`src/rtl/scope_pkg.sv`:
```
// scope_pkg: frame-buffer geometry, colours and writer state encoding shared with the VGA scan-out.
package scope_pkg;

    localparam int FB_W     = 640;
    localparam int FB_H     = 480;
    localparam int ADDR_W   = 19;
    localparam int SAMPLE_W = 8;
    localparam int ROW_W    = 10;
    localparam int COL_W    = 10;

    localparam logic [11:0] COLOR_BLACK = 12'h000;
    localparam logic [11:0] COLOR_GREEN = 12'h010;

    typedef enum logic [1:0] {
        IDLE,
        LOAD,
        WRITE,
        DONE
    } state_t;

endpackage

```
`src/rtl/sample_to_row.sv`:
```
// sample_to_row: maps a sample code to its centre row and the clipped trace band around it.
module sample_to_row #(
    parameter int FB_H     = 480,
    parameter int SAMPLE_W = 8,
    parameter int THICK    = 3
) (
    input  logic [SAMPLE_W-1:0]          sample,
    output logic [scope_pkg::ROW_W-1:0]  centre,
    output logic [scope_pkg::ROW_W-1:0]  band_lo,
    output logic [scope_pkg::ROW_W-1:0]  band_hi
);

    localparam int RW   = scope_pkg::ROW_W;
    localparam int PW   = SAMPLE_W + 9;
    localparam int HALF = (THICK - 1) / 2;

    logic [PW-1:0] prod;
    logic [RW:0]   hi_ext;

    // Full-width product so the shift sees every bit; code 0 lands on the bottom row.
    always_comb begin
        prod    = PW'(sample) * PW'(FB_H - 1);
        centre  = RW'(FB_H - 1) - RW'(prod >> SAMPLE_W);
        band_lo = (centre < RW'(HALF)) ? '0 : centre - RW'(HALF);
        hi_ext  = {1'b0, centre} + (RW + 1)'(HALF);
        band_hi = (hi_ext > (RW + 1)'(FB_H - 1)) ? RW'(FB_H - 1) : hi_ext[RW-1:0];
    end

endmodule

```
`src/rtl/trace_column_writer.sv`:
```
// trace_column_writer: renders one sample per column into the frame buffer during vblank.
module trace_column_writer #(
    parameter int          FB_W        = scope_pkg::FB_W,
    parameter int          FB_H        = scope_pkg::FB_H,
    parameter int          ADDR_W      = scope_pkg::ADDR_W,
    parameter int          SAMPLE_W    = scope_pkg::SAMPLE_W,
    parameter int          THICK       = 3,
    parameter logic [11:0] TRACE_COLOR = scope_pkg::COLOR_GREEN,
    parameter logic [11:0] BG_COLOR    = scope_pkg::COLOR_BLACK
) (
    input  logic                clk_25MHz,
    input  logic                rst,
    input  logic [SAMPLE_W-1:0] sample_data,
    input  logic                sample_valid,
    output logic                sample_ready,
    input  logic                freeze,
    input  logic                vblank,
    output logic                fb_we,
    output logic [ADDR_W-1:0]   fb_addr,
    output logic [11:0]         fb_wdata,
    output logic [9:0]          wr_col,
    output logic                col_done
);

    import scope_pkg::*;

    state_t              state, state_next;
    logic [SAMPLE_W-1:0] sample_q;
    logic [ROW_W-1:0]    row, centre, centre_q, lo, lo_q, hi, hi_q;
    logic [ADDR_W-1:0]   addr;
    logic                accept, in_band;

    sample_to_row #(
        .FB_H     (FB_H),
        .SAMPLE_W (SAMPLE_W),
        .THICK    (THICK)
    ) u_map (
        .sample  (sample_q),
        .centre  (centre),
        .band_lo (lo),
        .band_hi (hi)
    );

    always_comb begin
        sample_ready = (state == IDLE) && !freeze && !rst;
        accept       = sample_valid && sample_ready;
        fb_we        = (state == WRITE) && vblank && !rst;
        in_band      = (row >= lo_q) && (row <= hi_q);
        fb_addr      = addr;
        fb_wdata     = (fb_we && in_band) ? TRACE_COLOR : BG_COLOR;
        col_done     = (state == DONE);
        state_next   = (state == IDLE)  ? (accept ? LOAD : IDLE) :
                       (state == LOAD)  ? WRITE :
                       (state == WRITE) ? ((fb_we && row == ROW_W'(FB_H - 1)) ? DONE : WRITE) :
                                          IDLE;
    end

    // Row address steps by a frame width per write instead of multiplying row*FB_W.
    always_ff @(posedge clk_25MHz) begin
        if (rst) begin
            state    <= IDLE;
            sample_q <= '0;
            centre_q <= '0;
            lo_q     <= '0;
            hi_q     <= '0;
            row      <= '0;
            addr     <= '0;
            wr_col   <= '0;
        end else begin
            state <= state_next;
            if (accept)
                sample_q <= sample_data;
            if (state == LOAD) begin
                centre_q <= centre;
                lo_q     <= lo;
                hi_q     <= hi;
                row      <= '0;
                addr     <= ADDR_W'(wr_col);
            end
            if (fb_we) begin
                row  <= row + ROW_W'(1);
                addr <= addr + ADDR_W'(FB_W);
            end
            if (state == DONE)
                wr_col <= (wr_col == 10'(FB_W - 1)) ? '0 : wr_col + 10'd1;
        end
    end

    assert property (@(posedge clk_25MHz) disable iff (rst)
        state == WRITE |-> (lo_q <= centre_q && centre_q <= hi_q));

endmodule

```
`config.mk`:
```
export PLATFORM = sky130hd
export DESIGN_NAME = trace_column_writer
export DESIGN_NICKNAME = d
export VERILOG_FILES = /design/src/rtl/scope_pkg.sv /design/src/rtl/sample_to_row.sv /design/src/rtl/trace_column_writer.sv
export SDC_FILE = /design/constraint.sdc
export NUM_CORES = 1
export LEC_CHECK = 0
export ABC_CLOCK_PERIOD_IN_PS = 7000
export BUFFER_PORTS_ARGS = -buffer_cell sky130_fd_sc_hd__buf_2
export CELL_PAD_IN_SITES_DETAIL_PLACEMENT = 1
export CELL_PAD_IN_SITES_GLOBAL_PLACEMENT = 1
export CORE_MARGIN = 5
export CORE_UTILIZATION = 47
export CTS_BUF_LIST = sky130_fd_sc_hd__clkbuf_8
export DETAILED_ROUTE_END_ITERATION = 7
export GPL_TIMING_DRIVEN = 0
export PLACE_DENSITY = 0.81
export SYNTH_ARGS = -nofsm -noshare
export SYNTH_HDL_FRONTEND = slang
export SYNTH_SLANG_ARGS = --single-unit
```
`constraint.sdc`:
```
create_clock -name clk_25MHz -period 7 [get_ports clk_25MHz]
set_clock_uncertainty 0.1 [all_clocks]
set_input_delay 1.4 -clock clk_25MHz [delete_from_list [all_inputs] [get_ports clk_25MHz]]
set_output_delay 1.4 -clock clk_25MHz [all_outputs]
set_load 0.005 [all_outputs]
```
==> reports/metrics.yaml <==
die:
  rows: 40
  die_y_um: 120
  start_util_pct: 47.4
  boundaryPins: 57
  die_w_um: 120
  core-area_um2: 11900
  die-area_um2: 14300
cells_and_area:
  multiInputGateArea_um2: 3830
  utilization_pct: 53.1
  area_growth_pct: 12.0
  antenna_cells: 0
  fillCellCount: 1472
  final_cells: 872
  drive_gt1_share_pct: 13.7
  nNetsFinal: 833
  final_area_um2: 6320
  regArea_um2: 1380
placed_design:
  placed_area_um2: 6090
  hpwl_um: 12500
  dp_cells: 856
  place_congestion: 0.865
  port_buffers: 45
  place_ws_ns: 0.553
cts:
  ctsLongestPathBuffers: 2
  cts_made_buffers: 9
  clk_pin_slew_ns: 0.08
  cts_resized: 0
  postCtsHoldBufs: 0
  clockRootBuffer: "clkbuf_8"
  cts_max_level: 3
  clock_latency_ns: 0.36
  cts_sinks: 69
  post-cts-setup-buffers: 0
  cts_tree: "done"
timing:
  tns_ns: 0
  rsz0062_at_grt: "no"
  fmax_ghz: 0.154
  hold_ws_ns: 0.378
  worst_slew_pin_slew_ns: 0.706
  report.final.slew_viol_count: 0
  finalHoldViolCount: 0
  finalCritPeriodShare_pct: 93.0
  timing.final.ws_setup_ns: 0.487
  setup_violations: 0
  relSlewSlack_pct: 52.7
  fin_crit_ns: 6.51
pwr:
  swShare_pct: 38.6
  powerDensity_nw_per_um2: 210
  p_int_uw: 814
  ir_drop_v: 0.000117
  p_switching_uw: 511
  power_mw: 1.33
  combPwrFrac_pct: 40.3
  leakage_nw: 2.90
  clkPwrFrac_pct: 28.5
  seqPwrFrac_pct: 31.2
synth:
  async_flop_share_pct: 0
  synth_seq_cells: 69
  yosys_warnings: 0
  netlist_instances: 654
  synth_cell_types: 71
  yosys.area.top_type: "dfxtp_1"
  synth-edff-count: 0
  syn_area_per_cell_um2: 8.63
  yosysSeqAreaShare_pct: 24.5
  synth.area.top_cells: "dfxtp_1 (24%), ha_1 (16%), fa_1 (9.6%)"
  synth-main-ff-cell: "dfxtp_1"
  synth_top_area_share_pct: 24.5
  yosysMostFrequentCell: "inv_1"
  synthTopCellsByCount: "inv_1 (81), ha_1 (73), dfxtp_1 (69), nor2_1 (57), nand2_1 (36)"
  synth_area_um2: 5650
global_route:
  use_met3_pct: 3.49
  grt_use_met1_pct: 27.2
  overflow: 0
  grt_util_met2_pct: 40.8
  grt_max_degree: 14
  antenna_found_initial: 0
  grt_pass1_wl_um: 26300
  grt_pass1_vias: 5227
  grt_use_total_pct: 22.5
  top_usage_layer: "met2"
critical_path:
  endpoint_kind: "register"
  start_kind: "register"
  worst-r2r-setup-slack_ns: 0.49
  startpoint: "sample_q[2]$_SDFFE_PP0P_"
  worstReg2RegEnd: "hi_q[8]$_SDFFE_PP0P_"
  path_max_fanout: 8
  ff2ff_path_depth: 18
  cp.required_ns: 7.14
  worstSetupPathType: "reg -> reg"
  crit_arrival_ns: 6.65
  cp-endpoint: "hi_q[8]$_SDFFE_PP0P_"
  reg2reg_from: "sample_q[2]$_SDFFE_PP0P_"
detailed_routing:
  dr_total_vias: 4880
  drc: 0
  first_iter_violations: 187
  antenna_left: 0
  first_pass_iters: 4
  drt-total-wl_um: 15600
  routedWlPerCell_um: 17.9
  routed_via_density: 5.60
min_path:
  hold_class: "reg -> reg"
run:
  max-cap-violations: 0
run_status:
  status: "complete, no violations"
area by class of cell:
type / count / share of cell area, %
Buffer: 29 / 2.53
Clock buffer: 10 / 2.18
Clock inverter: 6 / 1.48
Inverter: 83 / 4.97
Multi-Input combinational cell: 483 / 60.5
Sequential cell: 69 / 21.8
Tap cell: 147 / 2.91
Timing Repair Buffer: 45 / 3.56
placed cells by master (no fill, tap or decap), drive strengths merged, types with 6 or more instances in the layout:
| cell type | n |
|---|---|
| a22o | 8 |
| or2 | 6 |
| nand2b | 17 |
| buf | 60 |
| a211oi | 10 |
| nand4 | 11 |
| o21a | 7 |
| a21oi | 35 |
| conb | 11 |
| inv | 83 |
| dfxtp | 69 |
| xor2 | 10 |
| clkbuf | 24 |
| o21ai | 19 |
| and3 | 7 |
| fa | 27 |
| a21o | 12 |
| and2 | 7 |
| ha | 73 |
| nor3 | 14 |
| nor2 | 58 |
| nand2 | 36 |
| nand3 | 31 |
| xnor2 | 17 |
| a311oi | 7 |
power groups by stage:
stage               sequential, mW  clock (mW)  combinational (mW)
floorplan                    0.419           0               0.395
global placement             0.422           0               0.503
detailed placement           0.423           0               0.529
CTS                          0.414       0.383               0.536
global route                 0.415       0.406               0.599
finish                       0.414       0.377               0.534
worst max-delay path, cell delays in order, from the launching register on:
cell and delay (ns):
dfxtp_1 0.41, fa_1 0.70, fa_1 0.48, fa_1 0.55
inv_1 0.06, fa_1 0.53, inv_1 0.05, ha_1 0.39
and2_1 0.19, or2_1 0.26, and2_1 0.18, a221o_1 0.33
nor2_4 0.25, ha_1 0.28, xnor3_1 0.42, nor4_2 0.38
nor2_1 0.12, o211a_2 0.34, a211oi_1 0.37
routing by layer:
metal,routed length (um),vias up
li1,-,2363
met1,6760,2404
met2,8080,84
met3,447,29
met4,346,0
met5,0,-
how the worst min path moves through the flow:
stage	slack [ns]	cells past startpoint	to	from
2_1_floorplan	0.32	2	hi_q[9]$_SDFFE_PP0P_	hi_q[9]$_SDFFE_PP0P_
3_3_place_gp	0.34	2	hi_q[9]$_SDFFE_PP0P_	hi_q[9]$_SDFFE_PP0P_
3_5_place_dp	0.34	2	hi_q[9]$_SDFFE_PP0P_	hi_q[9]$_SDFFE_PP0P_
4_1_cts	0.38	2	fb_addr[2]$_SDFFE_PP0P_	fb_addr[2]$_SDFFE_PP0P_
5_1_grt	0.40	2	fb_addr[2]$_SDFFE_PP0P_	fb_addr[2]$_SDFFE_PP0P_
6_report	0.38	2	fb_addr[5]$_SDFFE_PP0P_	fb_addr[5]$_SDFFE_PP0P_
kinds of logic (layout without fill, tap and decap cells):
group / count (synthesis) / count (layout) / share of synthesized area [%]
buf+inv: 112 / 173 / 8.40
other cells: 1 / 11 / 0.0664
mux: 5 / 5 / 0.931
flops: 69 / 69 / 24.5
xor+xnor: 28 / 28 / 4.72
fa+ha+maj: 100 / 100 / 25.8
compound gates: 130 / 130 / 16.7
simple gates: 209 / 209 / 18.9
flip-flops by register name (all words and copies together) (netlist names):
signal    cells
lo_q         10
fb_addr      19
sample_q      8
row          10
hi_q         10
wr_col       10
state         2
Note: power is estimated with default switching activity, not from simulation.
